$ cat src/rtl/fifo_pkg.sv
// Shared types and constants for the parameterised FIFO controller.
// Optional build macro used by param_fifo_ctrl: FIFO_STATS_EN (adds max_level).
package fifo_pkg;

  localparam int DEF_DATA_W = 8;
  localparam int DEF_DEPTH  = 16;

  // Bits needed to hold values 0..n-1; never returns less than 1.
  function automatic int width_for(input int n);
    return (n <= 2) ? 1 : $clog2(n);
  endfunction

  typedef struct packed {
    logic full;
    logic empty;
    logic almost_full;
    logic almost_empty;
    logic over_flow;
    logic under_flow;
  } fifo_status_t;

endpackage

$ cat src/rtl/fifo_dpram.sv
// Simple dual-port RAM: one synchronous write port, one registered read port.
// The array itself is never reset; only the read data register is.
module fifo_dpram
  import fifo_pkg::*;
#(
  parameter  int DATA_W = DEF_DATA_W,
  parameter  int DEPTH  = DEF_DEPTH,
  localparam int ADDR_W = width_for(DEPTH)
) (
  input  logic              clk,
  input  logic              rst_n,
  input  logic              we,
  input  logic [ADDR_W-1:0] waddr,
  input  logic [DATA_W-1:0] wdata,
  input  logic              re,
  input  logic [ADDR_W-1:0] raddr,
  output logic [DATA_W-1:0] rdata
);

  logic [DATA_W-1:0] mem [DEPTH];

  // Storage write port.
  always_ff @(posedge clk) begin
    if (we) mem[waddr] <= wdata;
  end

  // Registered read port; holds its value when no read is requested.
  always_ff @(posedge clk or negedge rst_n) begin
    if (!rst_n)  rdata <= '0;
    else if (re) rdata <= mem[raddr];
  end

endmodule

$ cat src/rtl/param_fifo_ctrl.sv
// Parameterised synchronous FIFO: pointer/count control around fifo_dpram.
// Flags are registered from the next-state count so they move with the transfer.
// Build macro FIFO_STATS_EN adds the max_level high-water mark output.
module param_fifo_ctrl
  import fifo_pkg::*;
#(
  parameter  int DATA_W    = DEF_DATA_W,
  parameter  int DEPTH     = DEF_DEPTH,
  parameter  int AF_THRESH = DEPTH - 2,
  parameter  int AE_THRESH = 2,
  localparam int ADDR_W    = width_for(DEPTH),
  localparam int CNT_W     = width_for(DEPTH + 1)
) (
  input  logic              clk,
  input  logic              rst_n,
  input  logic              flush,
  input  logic              wr_en,
  input  logic [DATA_W-1:0] din,
  input  logic              rd_en,
  output logic [DATA_W-1:0] dout,
  output logic              rd_valid,
  output logic              full,
  output logic              empty,
  output logic              almost_full,
  output logic              almost_empty,
  output logic [CNT_W-1:0]  count,
  output logic              over_flow,
  output logic              under_flow,
  output logic              err_sticky
`ifdef FIFO_STATS_EN
  ,
  output logic [CNT_W-1:0]  max_level
`endif
);

  if (AF_THRESH < 0 || AF_THRESH > DEPTH) begin : g_bad_af
    $error("param_fifo_ctrl: AF_THRESH must lie in 0..DEPTH");
  end
  if (AE_THRESH < 0 || AE_THRESH >= DEPTH) begin : g_bad_ae
    $error("param_fifo_ctrl: AE_THRESH must lie in 0..DEPTH-1");
  end

  logic [ADDR_W-1:0] wr_ptr, rd_ptr;
  logic [CNT_W-1:0]  count_q, count_nxt;
  fifo_status_t      stat_q, stat_nxt;
  logic              rd_valid_q, err_q;
  logic              wr_acc, rd_acc, wr_rej, rd_rej;

  // Accept/reject decode; flush swallows both requests without error pulses.
  always_comb begin
    wr_acc = wr_en && !stat_q.full  && !flush;
    rd_acc = rd_en && !stat_q.empty && !flush;
    wr_rej = wr_en &&  stat_q.full  && !flush;
    rd_rej = rd_en &&  stat_q.empty && !flush;
  end

  // Next occupancy and the flags derived from it.
  always_comb begin
    if (flush) count_nxt = '0;
    else       count_nxt = count_q + CNT_W'(wr_acc) - CNT_W'(rd_acc);
    stat_nxt.full         = (count_nxt == CNT_W'(DEPTH));
    stat_nxt.empty        = (count_nxt == '0);
    stat_nxt.almost_full  = (count_nxt >= CNT_W'(AF_THRESH));
    stat_nxt.almost_empty = (count_nxt <= CNT_W'(AE_THRESH));
    stat_nxt.over_flow    = wr_rej;
    stat_nxt.under_flow   = rd_rej;
  end

  // Pointers, count, flags and error state.
  always_ff @(posedge clk or negedge rst_n) begin
    if (!rst_n) begin
      wr_ptr     <= '0;
      rd_ptr     <= '0;
      count_q    <= '0;
      stat_q     <= '{full: 1'b0, empty: 1'b1, almost_full: 1'b0,
                      almost_empty: 1'b1, over_flow: 1'b0, under_flow: 1'b0};
      rd_valid_q <= 1'b0;
      err_q      <= 1'b0;
    end else begin
      count_q    <= count_nxt;
      stat_q     <= stat_nxt;
      rd_valid_q <= rd_acc;
      if (flush) begin
        wr_ptr <= '0;
        rd_ptr <= '0;
        err_q  <= 1'b0;
      end else begin
        if (wr_acc) wr_ptr <= (wr_ptr == ADDR_W'(DEPTH - 1)) ? '0 : wr_ptr + ADDR_W'(1);
        if (rd_acc) rd_ptr <= (rd_ptr == ADDR_W'(DEPTH - 1)) ? '0 : rd_ptr + ADDR_W'(1);
        if (wr_rej || rd_rej) err_q <= 1'b1;
      end
    end
  end

`ifdef FIFO_STATS_EN
  logic [CNT_W-1:0] max_q;

  // High-water mark of occupancy since the last reset or flush.
  always_ff @(posedge clk or negedge rst_n) begin
    if (!rst_n)                 max_q <= '0;
    else if (flush)             max_q <= '0;
    else if (count_nxt > max_q) max_q <= count_nxt;
  end

  assign max_level = max_q;
`endif

  // A read address never collides with an accepted write: rd_ptr == wr_ptr only
  // when empty (read rejected) or full (write rejected).
  fifo_dpram #(
    .DATA_W (DATA_W),
    .DEPTH  (DEPTH)
  ) u_ram (
    .clk   (clk),
    .rst_n (rst_n),
    .we    (wr_acc),
    .waddr (wr_ptr),
    .wdata (din),
    .re    (rd_acc),
    .raddr (rd_ptr),
    .rdata (dout)
  );

  assign count        = count_q;
  assign full         = stat_q.full;
  assign empty        = stat_q.empty;
  assign almost_full  = stat_q.almost_full;
  assign almost_empty = stat_q.almost_empty;
  assign over_flow    = stat_q.over_flow;
  assign under_flow   = stat_q.under_flow;
  assign rd_valid     = rd_valid_q;
  assign err_sticky   = err_q;

endmodule

$ cat config.mk
export PLATFORM = sky130hd
export DESIGN_NAME = param_fifo_ctrl
export DESIGN_NICKNAME = d
export VERILOG_FILES = /design/src/rtl/fifo_pkg.sv /design/src/rtl/fifo_dpram.sv /design/src/rtl/param_fifo_ctrl.sv
export SDC_FILE = /design/constraint.sdc
export NUM_CORES = 1
export LEC_CHECK = 0
export BUFFER_PORTS_ARGS = -buffer_cell sky130_fd_sc_hd__buf_4
export CAP_MARGIN = 30
export CORE_ASPECT_RATIO = 0.9
export CORE_MARGIN = 2
export CORE_UTILIZATION = 55
export CTS_CLUSTER_SIZE = 20
export DETAILED_ROUTE_END_ITERATION = 10
export PLACE_DENSITY = 0.76
export SLEW_MARGIN = 10
export SYNTH_ARGS = -nofsm -noshare
export SYNTH_HDL_FRONTEND = slang
export SYNTH_HIERARCHICAL = 1
export SYNTH_SLANG_ARGS = --single-unit
export TNS_END_PERCENT = 100
$ cat constraint.sdc
create_clock -name clk -period 2.63 [get_ports clk]
set_clock_uncertainty 0.2 [all_clocks]
set_input_delay 0.1315 -clock clk [delete_from_list [all_inputs] [get_ports clk]]
set_output_delay 0.1315 -clock clk [all_outputs]
set_load 0.01 [all_outputs]
==> key figures <==
STA
  – Final period utilization: 1.02
  – Final slew viol count: 0
  – Final min period: 2.69 ns
  – PnR worst setup slack: -0.0631 ns
  – RSZ-0062 raised after global routing: true
  – Worst-Margin Slew: 0.835 ns
  – Final setup viols: 4
  – TNS Setup: -0.165 ns
  – Rel. slew slack: 0.444
  – Hold Slack: 0.0273 ns
  – Peak Freq: 371 MHz
  – Fin. Hold Viols: 0

Place
  – GP Congestion: 0.757
  – # port buffers: 33
  – HPWL after DPL: 7600 um

Layout
  – Layout area overhead: 22.8%
  – Multi-input logic area: 1720 um2
  – Final net count: 456
  – FF/Latch Area: 4570 um2
  – Filler Cells Inserted: 717
  – Antenna Cells: 0
  – Proportion of layout cells with a drive suffix above 1: 0.342

Routing
  – Vias per cell: 5.71
  – Via count: 3451
  – Final ANT Viol Nets: 0
  – Total Wirelength: 12600 um
  – WL per Instance: 20.9 um
  – TritonRoute pass-1 iters: 4
  – Residual DRC: 0
  – Iteration-0 DRC count of the detailed router: 287

Power
  – Worst vdd ir: 0.535 mV
  – PnR Total Power: 7.03 mW
  – Pwr dens: 896 nW/um2
  – Pleak: 2.79 nW

Global route
  – Vias in the first global route: 3514
  – Grt ovf: 0
  – First-pass GRT wire length: 19900 um
  – Antenna violations before repair: 0
  – GRT Resource Usage Total: 0.219
  – Largest net degree at the start of global routing: 36

Synth
  – Ys async rst share: 0.185
  – Yosys top cell by area: edfxtp_1
  – Avg Cell Area, Syn: 18.6 um2
  – FF+latch count, synth: 157
  – Post-synth cell types: 43
  – Main area contributors after synthesis: edfxtp_1, dfrtp_1, mux4_2
  – Cells after synthesis: 343
  – Synthesized cell area: 6390 um2
  – Synth top cells by count: edfxtp_1, nor2_1, dfrtp_1, mux4_2, nand2_1
  – Post-synth top area share: 0.602
  – Register area share after synthesis: 0.715
  – Ys flop type: edfxtp_1
  – Number of synthesized flops with an enable pin: 128
  – Post-synth net total: 364
  – Yosys warns: 6
  – Dominant cell by count in the synthesized netlist: edfxtp_1

Clock network
  – Reg clk slew, reported paths: 0.06 ns
  – CTS tree: done
  – CTS Root Cell: clkbuf_16
  – Clk Latency, worst-skew pair: 0.42 ns
  – Worst-case clock buffer depth: 2
  – Clk sink count: 157
  – TritonCTS Buffers: 17
  – H-tree depth: 4

Setup path
  – Reg-to-Reg Start: empty
  – Reg2Reg Depth: 10
  – Worst R2R Setup Slack: -0.06 ns
  – Critical Path Start Type: flop
  – CP Data Required Time: 2.73 ns
  – Max FO, Critical Path: 4
  – CP arrival: 2.80 ns
  – CP Launch Point: empty
  – CP endpoint kind: flop
  – Crit path kind: reg -> reg

Floorplanning
  – Boundary pin count: 34
  – Die height: 106 um
  – # rows: 37
  – Core region area: 11400 um2
  – Initial Utilization: 0.561
  – Die X: 118 um
  – Die area: 12500 um2

Min path
  – HP Class: in -> async

Flow run
  – Max Cap Viol: 0

Status
  – Failing checks: setup timing
  – Status: finished, violations left
[per-layer routing]
metal | track usage | wire [um]
met1 | 0.299 | 5240
met5 | 0 | 0
met2 | 0.351 | 6400
met3 | 0.0504 | 740
met4 | 0.0843 | 221
[layout make-up]
type,instances,area share
inverters,6,0.00287
multi-input cells,163,0.219
clock buffers,21,0.0613
clock inverters,11,0.0136
repair buffers,90,0.0957
flip-flops and latches,157,0.583
well taps,156,0.0249
[logic make-up after synthesis]
kind of cell,after synthesis,synth area share
DFF,157,0.715
xor gates and xnor gates,9,0.0123
adders and majority gates,8,0.0168
and+or+nand+nor,69,0.0521
buffers and inverters,23,0.0256
muxes,41,0.130
AOI/OAI and AO/OA,36,0.0472
[cell usage in the layout, fill, tap and decap left out, types with 4 or more instances in the layout]
cell type / synthesis / layout
nand2b_1: 5 / 4
inv_1: 6 / 5
dlygate4sd3_1: 0 / 20
mux4_2: 26 / 26
mux2i_1: 9 / 9
nor2_1: 32 / 31
xor2_1: 6 / 6
clkbuf_8: 0 / 4
clkinvlp_4: 0 / 5
a21oi_1: 10 / 9
edfxtp_1: 128 / 128
nor3_1: 5 / 5
nand2_1: 12 / 12
o22ai_1: 7 / 7
mux4_1: 6 / 6
buf_4: 1 / 68
dfrtp_1: 27 / 27
ha_1: 7 / 6
a221oi_2: 8 / 8
clkbuf_16: 0 / 17
[repair_timing]
item                                    4_1_cts  5_1_grt
cloned                                        0        0
pin swaps                                     1        0
resized for setup                             2        3
setup buffers                                 1        4
endpoints found under the hold margin       177        0
hold buffers                                 21        0
endpoints found under the setup margin        2        4
[where the power goes]
part	switching (mW)	internal, mW
logic	0.792	0.870
registers	0.120	2.89
clock network	0.954	1.41
[stage by stage]
step                      utilization  instance area (um2)  cells  setup slack, ns
after detailed placement        0.612                 6960    546          -0.0173
after global routing            0.689                 7840    604           -0.141
final                           0.689                 7840    604          -0.0631
after CTS                       0.684                 7790    600          -0.0192
after floorplan                     -                 6420    343          -0.0315
after global placement          0.612                 6960    546           0.0220
[critical path, stage by stage (launching register included)]
cell	delay (ns)
dfstp_2	0.53
nand2b_4	0.12
nor2_2	0.04
ha_1	0.28
inv_2	0.04
ha_4	0.16
fa_2	0.39
a21o_4	0.23
a21oi_4	0.17
xnor2_4	0.15
and4bb_2	0.25
[sequential cells by signal (all words and copies together), names as in the netlist, 4 cells and up]
| name | count |
|---|---|
| u_ram/mem | 128 |
| count | 5 |
| u_ram/rdata | 8 |
| wr_ptr | 4 |
| rd_ptr | 4 |
[worst paths after layout]
kind | endpoint
max reg2reg | full
min in group clk | full
min | almost_empty
max in group asynchronous | over_flow
min reg2reg | u_ram/rdata[4]
max | full
Power figures use the tool's default switching activity.
